[src/rtl/i_mem_ctrl.sv]
// Instruction-memory controller: programming port loads the store,
// then the CPU fetches from it; unloaded or illegal fetches read as NOP.
module i_mem_ctrl #(
  parameter int MEM_SIZE = 128,
  localparam int ADDR_W = $clog2(MEM_SIZE)
) (
  input  logic              clk,
  input  logic              reset,
  input  logic              prog_en,
  input  logic              prog_valid,
  input  logic [31:0]       prog_data,
  output logic              prog_ready,
  input  logic              start,
  input  logic [31:0]       cpu_addr,
  output logic [31:0]       cpu_instr,
  output logic              cpu_stall,
  output logic [ADDR_W:0]   load_count,
  output logic              load_full,
  output logic              addr_err
);

  typedef enum logic [1:0] {
    IDLE,
    LOAD,
    RUN
  } state_e;

  state_e              state_q, state_d;
  logic [ADDR_W-1:0]   wr_ptr_q, wr_ptr_d;
  logic [ADDR_W:0]     cnt_q, cnt_d;
  logic                err_q, err_d;
  logic                we;

  logic [31:0]         mem_q [MEM_SIZE];

  logic [ADDR_W-1:0]   idx;
  logic                misalign;
  logic                oob;
  logic                unloaded;
  logic                fetch_err;

  assign idx       = cpu_addr[ADDR_W+1:2];
  assign misalign  = |cpu_addr[1:0];
  assign oob       = cpu_addr[31:2] >= 30'(MEM_SIZE);
  assign unloaded  = {1'b0, idx} >= cnt_q;
  assign fetch_err = misalign || oob;

  assign cpu_instr  = (fetch_err || unloaded) ? 32'h0 : mem_q[idx];
  assign load_full  = cnt_q == (ADDR_W+1)'(MEM_SIZE);
  assign prog_ready = (state_q == LOAD) && prog_en && !load_full;
  assign cpu_stall  = state_q != RUN;
  assign load_count = cnt_q;
  assign addr_err   = err_q;

  always_comb begin
    state_d  = state_q;
    wr_ptr_d = wr_ptr_q;
    cnt_d    = cnt_q;
    err_d    = err_q;
    we       = 1'b0;
    unique case (state_q)
      IDLE: begin
        if (prog_en) begin
          state_d  = LOAD;
          wr_ptr_d = '0;
          cnt_d    = '0;
          err_d    = 1'b0;
        end else if (start) begin
          state_d = RUN;
        end
      end
      LOAD: begin
        if (!prog_en) begin
          state_d = RUN;
        end else if (prog_valid && prog_ready) begin
          we       = 1'b1;
          wr_ptr_d = wr_ptr_q + ADDR_W'(1);
          cnt_d    = cnt_q + (ADDR_W+1)'(1);
        end
      end
      RUN: begin
        if (prog_en) begin
          state_d  = LOAD;
          wr_ptr_d = '0;
          cnt_d    = '0;
          err_d    = 1'b0;
        end else if (fetch_err) begin
          err_d = 1'b1;
        end
      end
      default: state_d = IDLE;
    endcase
  end

  always_ff @(posedge clk or posedge reset) begin
    if (reset) begin
      state_q  <= IDLE;
      wr_ptr_q <= '0;
      cnt_q    <= '0;
      err_q    <= 1'b0;
    end else begin
      state_q  <= state_d;
      wr_ptr_q <= wr_ptr_d;
      cnt_q    <= cnt_d;
      err_q    <= err_d;
    end
  end

  // Store is deliberately unreset; load_count masks stale words.
  always_ff @(posedge clk) begin
    if (we) mem_q[wr_ptr_q] <= prog_data;
  end

endmodule

[config.mk]
export PLATFORM = sky130hd
export DESIGN_NAME = i_mem_ctrl
export DESIGN_NICKNAME = d
export VERILOG_FILES = /design/src/rtl/i_mem_ctrl.sv
export SDC_FILE = /design/constraint.sdc
export NUM_CORES = 2
export LEC_CHECK = 0
export ABC_CLOCK_PERIOD_IN_PS = 3800
export BUFFER_PORTS_ARGS = -buffer_cell sky130_fd_sc_hd__buf_2
export CORE_ASPECT_RATIO = 0.9
export CORE_MARGIN = 3
export CORE_UTILIZATION = 36
export DETAILED_ROUTE_END_ITERATION = 6
export GPL_ROUTABILITY_DRIVEN = 0
export GPL_TIMING_DRIVEN = 1
export PLACE_DENSITY = 0.61
export SLEW_MARGIN = 10
export SYNTH_ARGS = -nofsm -noshare
export SYNTH_HDL_FRONTEND = slang
export SYNTH_SLANG_ARGS = --single-unit
[constraint.sdc]
create_clock -name clk -period 3.8 [get_ports clk]
set_input_delay 0.19 -clock clk [delete_from_list [all_inputs] [get_ports clk]]
set_output_delay 0.19 -clock clk [all_outputs]
set_load 0.005 [all_outputs]
-- Word level (Yosys, flattened, before mapping)
Memory sizes are Yosys's and may differ from the RTL's.
Index checks and enable logic that the tools add are counted.
- register bits after elaboration: 18
- memories kept: 1
- RAM bits: 4096
- output and inout bits: 44
- word-level logic and storage cells: 58
- input bits: 69
- reduce and logical (&&, ||, !) cells: 14
- order comparisons: 2
- mux-type cells: 23
- add/sub/neg operators: 2
- eq/ne operators: 12
- memories (memory ; depth ; bits a word ; rd ports ; clocked after Yosys merged registers in ; wr ports ; line ; RTL):
    mem_q ; 128 ; 32 ; 1 ; 0 ; 1 ; 34 ; logic [31:0] mem_q [MEM_SIZE];
- operator list (kind ; count):
    $mux W32 ; 1
    $ge A30 B8 Y1 const B ; 1
    $mux W8 ; 3
    $mux W7 ; 3
    $pmux W8 S2 ; 1
    $pmux W7 S2 ; 1
    $ne A2 B2 Y1 const B ; 5
    $add A8 B1 Y8 const B ; 1
    $eq A8 B8 Y1 const B ; 1
    $ge A7 B8 Y1 ; 1
    $mux W1 ; 8
    $mux W2 ; 4
    $add A7 B1 Y7 const B ; 1
    $ne A3 B3 Y1 const B ; 2
    $pmux W2 S3 ; 1
    $reduce_and A3 Y1 ; 2
    $ne A2 B1 Y1 const B ; 2
    $reduce_and A4 Y1 ; 1
    $reduce_bool A2 Y1 ; 2
    $reduce_or A2 Y1 ; 2
    $logic_and A1 B1 Y1 ; 3
    $eq A2 B1 Y1 const B ; 1
    $eq A2 B2 Y1 const B ; 1
    $logic_not A2 Y1 ; 1
    3 further kinds ; 4

-- Longest topological paths before layout
- depth after elaboration: 9
- gate-level depth with buffers: 15
- depth with buffers taken out: 8

-- Least setup slack after synthesis
No wires, ideal clock.
- kind: reg-to-reg
- start point: register cnt_q[0] (netlist: load_count[0])
- end point: memory mem_q[112][0], enable pin
- library setup time: 0.421 ns
- arrival: 3.150 ns
- path buffers: 0
- clock period less this slack: 3.571 ns
- cell stages (with the launch flop): 8
- setup slack: 0.229 ns
- required time: 3.379 ns
- path through: dfrtp_1 -> inv_1 -> ha_1 -> nor4bb_1 -> a211o_1 -> nor3b_1 -> nand3_1 -> nor2_1
- cells in the longest elaborated chain, start to end: 9
- ends and longest elaborated chain (item ; line ; RTL):
    start, declared ; 30 ; logic [ADDR_W:0] cnt_q, cnt_d;
    start signal, assigned ; 104 ; cnt_q <= cnt_d;
    $eq A8 B8 Y1 ; 49 ; assign load_full = cnt_q == (ADDR_W+1)'(MEM_SIZE);
    $logic_not A1 Y1 ; 50 ; assign prog_ready = (state_q == LOAD) && prog_en && !load_full;
    $logic_and A1 B1 Y1 ; 50 ;
    $logic_and A1 B1 Y1 ; 75 ; end else if (prog_valid && prog_ready) begin
    $mux W1 ; 75 ;
    $mux W1 ; 73 ; if (!prog_en) begin
    $mux W1 ; 61 ; unique case (state_q)
    $mux W1 ; 111 ; if (we) mem_q[wr_ptr_q] <= prog_data;
    $mux W1 (implied by the code) ; 111 ;
    end, declared ; 34 ;
Every way passes these cells.

-- Worst setup path after layout
- start point: memory mem_q[21][1]
- end point: output port cpu_instr[1]
- cells in the longest elaborated chain, start to end: 2
- ends and longest elaborated chain (item ; line ; RTL):
    $mem_v2 Z128 W32 ; n/a ;
    $mux W32 ; 48 ; assign cpu_instr = (fetch_err || unloaded) ? 32'h0 : mem_q[idx];
    end, declared ; 15 ; output logic [31:0] cpu_instr,
Every way passes these cells.

==> results.toml <==
[cells_and_area]
drive_gt1_frac = 0.300
nets = 8512
stdcell_area_mm2 = 0.189
syn_to_final_growth_pct = 18.6
final_core_util = 0.429

[synthesis]
yosysUniqueCellTypes = 61
synth_top_area_cell = "edfxtp_1"
synthesis.area_mm2 = 0.159
netlist_instances = 7506
ys_async_sr_fraction = 0.00438
seq_area_frac_synth = 0.774
yosys-top-cells-count = "edfxtp_1, mux4_2, mux2i_1, nor2_1, clkbuf_1"
syn_avg_cell_area_um2 = 21.2
ys_warn_count = 0
synthesis.nets = 7585
synth.most_common_cell = "edfxtp_1"
synthTopCellsByArea = "edfxtp_1, mux4_2, mux2i_1"
ys_seq_elements = 4114
synth_edf_count = 4096
synth_top_area_frac = 0.771
synthFlopType = "edfxtp_1"

[drt]
wl_met1_mm = 185
met2_wirelength_mm = 224
routed_wirelength_mm = 479
first_pass_iters = 7
wl_met3_mm = 50.3
via_count = 83700
postRouteAntennaNets = 0
drt-initial-drc-count = 12900
via_per_inst = 5.74
drc_errors = 0
highest_layer = "met5"
wl_per_cell_um = 32.8

[timing]
slew_headroom = 0.0833
setup_slack_ns = -0.214
rsz0062_at_grt = "yes"
fin_crit_ns = 4.01
fin_hold_ws_ns = 0.0961
fin_crit_sh = 1.06
setup_viol = 7
skew_ns = 0.100
tightest_slew_ns = 1.38
maxSlewViolCount = 0
clock.fmax_mhz = 249
hold_viol = 0

[cts]
numClockSinks = 4114
ctsLongestPathBuffers = 4
ctsRootBufferMaster = "clkbuf_16"
cts_buffers = 400
worstSkewPairLatency_ns = 1.02
cts_tree = "done"
cts_max_level = 5
clk_pin_slew_ns = 0.07

[die]
die_w_um = 707
num_rows = 231
die_h_um = 637
die-area_mm2 = 0.451
ioPinCount = 113
floorplan.initialDensity = 0.362
core_mm2 = 0.440

[run]
cap_viol_max_count = 0

[worst_setup_path]
crit_chain = "mux2i_1 -> a221oi_2 -> buf_4 -> buf_6 -> o21ai_2 -> a22oi_1 -> buf_4 -> o211ai_1 -> clkbuf_16 -> nor4_4 -> buf_2"
cp.required_ns = 3.61
start_kind = "register"
worstPathMaxFanout = 2
cp-end-kind = "output port"
cpMostUsedCell = "buf_4"
worstPathArrival_ns = 3.82
critPathSlowestCell = "nor4_4"
path_depth = 11
crit_type = "reg2out"
slowest_delay_ns = 0.55
reg2reg_depth = 10
cpLargestDelayFamily = "buffers and inverters"
crit_buf_inv = 5

[status]
outcome = "finished with violations"
violations = "setup timing"

[placed_design]
placed_cell_area_mm2 = 0.175
io_buffer_count = 112
dp_slack_ns = -0.799
place_hpwl_mm = 291

[pwr]
ir_drop_v = 0.000380
power.leakage_uw = 0.0604
power.density_mw_per_mm2 = 499
power_uw = 94300

[grt]
grt_usage = 0.208
grt_max_degree = 98
grt_pass1_wl_mm = 664
overflow = 0
antenna_found_initial = 47
grt_pass1_vias = 82400

[worst_hold_path]
hold_depth = 3
worstHoldPathType = "in2reg"
layer usage:
metal | vias up | GRT usage
li1 | 33400 | -
met4 | 18 | 0.0764
met5 | - | 0
met1 | 44800 | 0.290
met2 | 4737 | 0.326
met3 | 720 | 0.0402
area by class of cell:
class | instances | area [um2]
clock buffers | 509 | 10700
inverters | 18 | 77.6
fillers | 37700 | 251000
flip-flops and latches | 4114 | 123000
well taps | 5825 | 7290
clock inverters | 206 | 1930
repair buffers | 970 | 10200
diodes | 19 | 47.5
multi-input cells | 2929 | 35300
cell usage in the layout, fill, tap and decap left out, types with 14 or more instances in the layout:
| cell | n |
|---|---|
| edfxtp_1 | 4096 |
| mux4_2 | 776 |
| buf_4 | 612 |
| mux2i_1 | 584 |
| clkbuf_16 | 416 |
| nor2_1 | 225 |
| buf_12 | 220 |
| nor2_4 | 129 |
| mux2_2 | 124 |
| o21ai_0 | 110 |
| a221oi_1 | 102 |
| clkbuf_1 | 95 |
| clkinv_1 | 93 |
| a21oi_1 | 91 |
| o22ai_1 | 90 |
| nor3_1 | 82 |
| a22oi_1 | 73 |
| buf_2 | 72 |
| nand2_1 | 65 |
| clkinv_2 | 53 |
| dlygate4sd3_1 | 41 |
| o21ai_1 | 34 |
| o31ai_1 | 31 |
| a22o_1 | 31 |
| o211ai_1 | 31 |
| bufinv_16 | 30 |
| a21boi_0 | 27 |
| a221oi_2 | 27 |
| nand3_1 | 24 |
| a221o_1 | 24 |
| diode_2 | 19 |
| o211a_1 | 18 |
| o32ai_1 | 17 |
| dfrtp_1 | 17 |
| nor3_2 | 14 |
worst register-to-register path, cell delays in order (launching register included):
cell,delay (ns)
dfrtp_2,0.38
buf_4,0.19
inv_1,0.08
ha_1,0.20
nor4bb_1,0.16
a211o_1,0.36
nor3_1,0.57
nand2_1,0.40
buf_4,0.32
nor2_4,0.12
buf_12,0.28
through the flow:
step / setup TNS [ns] / cells
6_report: -0.610 / 14600
5_1_grt: -0.762 / 14600
4_1_cts: -0.602 / 14600
3_5_place_dp: -4.82 / 13800
3_3_place_gp: -5.87 / 13800
2_1_floorplan: 0 / 7506
kinds of logic (layout without fill, tap and decap cells):
logic type               after synthesis  after routing  synth area share
buffers and inverters                463           1703            0.0160
XOR/XNOR                              10             10          0.000549
AO/OA/AOI/OAI                        794            794            0.0352
adder cells (fa/ha/maj)               10             10          0.000785
other                                  0             19                 0
AND/OR/NAND/NOR                      626            626            0.0178
multiplexers                        1489           1489             0.155
flip-flops                          4114           4114             0.774
where the power goes:
part | internal, uW | leakage (uW) | switching, uW | total [uW]
registers | 49900 | 0.0370 | 14.1 | 49900
logic | 1960 | 0.0172 | 3540 | 5500
clock network | 21900 | 0.00615 | 17000 | 38900
registers in the layout, summed over array words and instances (netlist names):
signal      flops
mem_q        4096
load_count      8
wr_ptr_q        7
state_q         2
addr_err        1
path summary, 6_finish.rpt:
| check | slack (ns) | to | start |
|---|---|---|---|
| max in group asynchronous | 3.09 | wr_ptr_q[2]$_DFFE_PP0P_ | reset |
| min reg2reg | 0.54 | state_q[0]$_DFFE_PP0P_ | state_q[1]$_DFFE_PP0P_ |
| max reg2reg | 0.37 | mem_q[4][28]$_DFFE_PP_ | load_count[0]$_DFFE_PP0P_ |
| min in group asynchronous | 0.41 | load_count[0]$_DFFE_PP0P_ | reset |
| max | -0.21 | cpu_instr[1] | mem_q[21][1]$_DFFE_PP_ |
| min | 0.1 | state_q[0]$_DFFE_PP0P_ | prog_en |
repair_timing:
item / 4_1_cts / 5_1_grt
endpoints found under the setup margin: 32 / 21
hold buffers: 41 / 0
hold endpoints to repair: 1637 / 0
pin swaps: 57 / 44
setup buffers: 13 / 5
gates cloned: 1 / 0
resized for setup: 137 / 47
No activity file was read; power rests on OpenSTA's default activity.
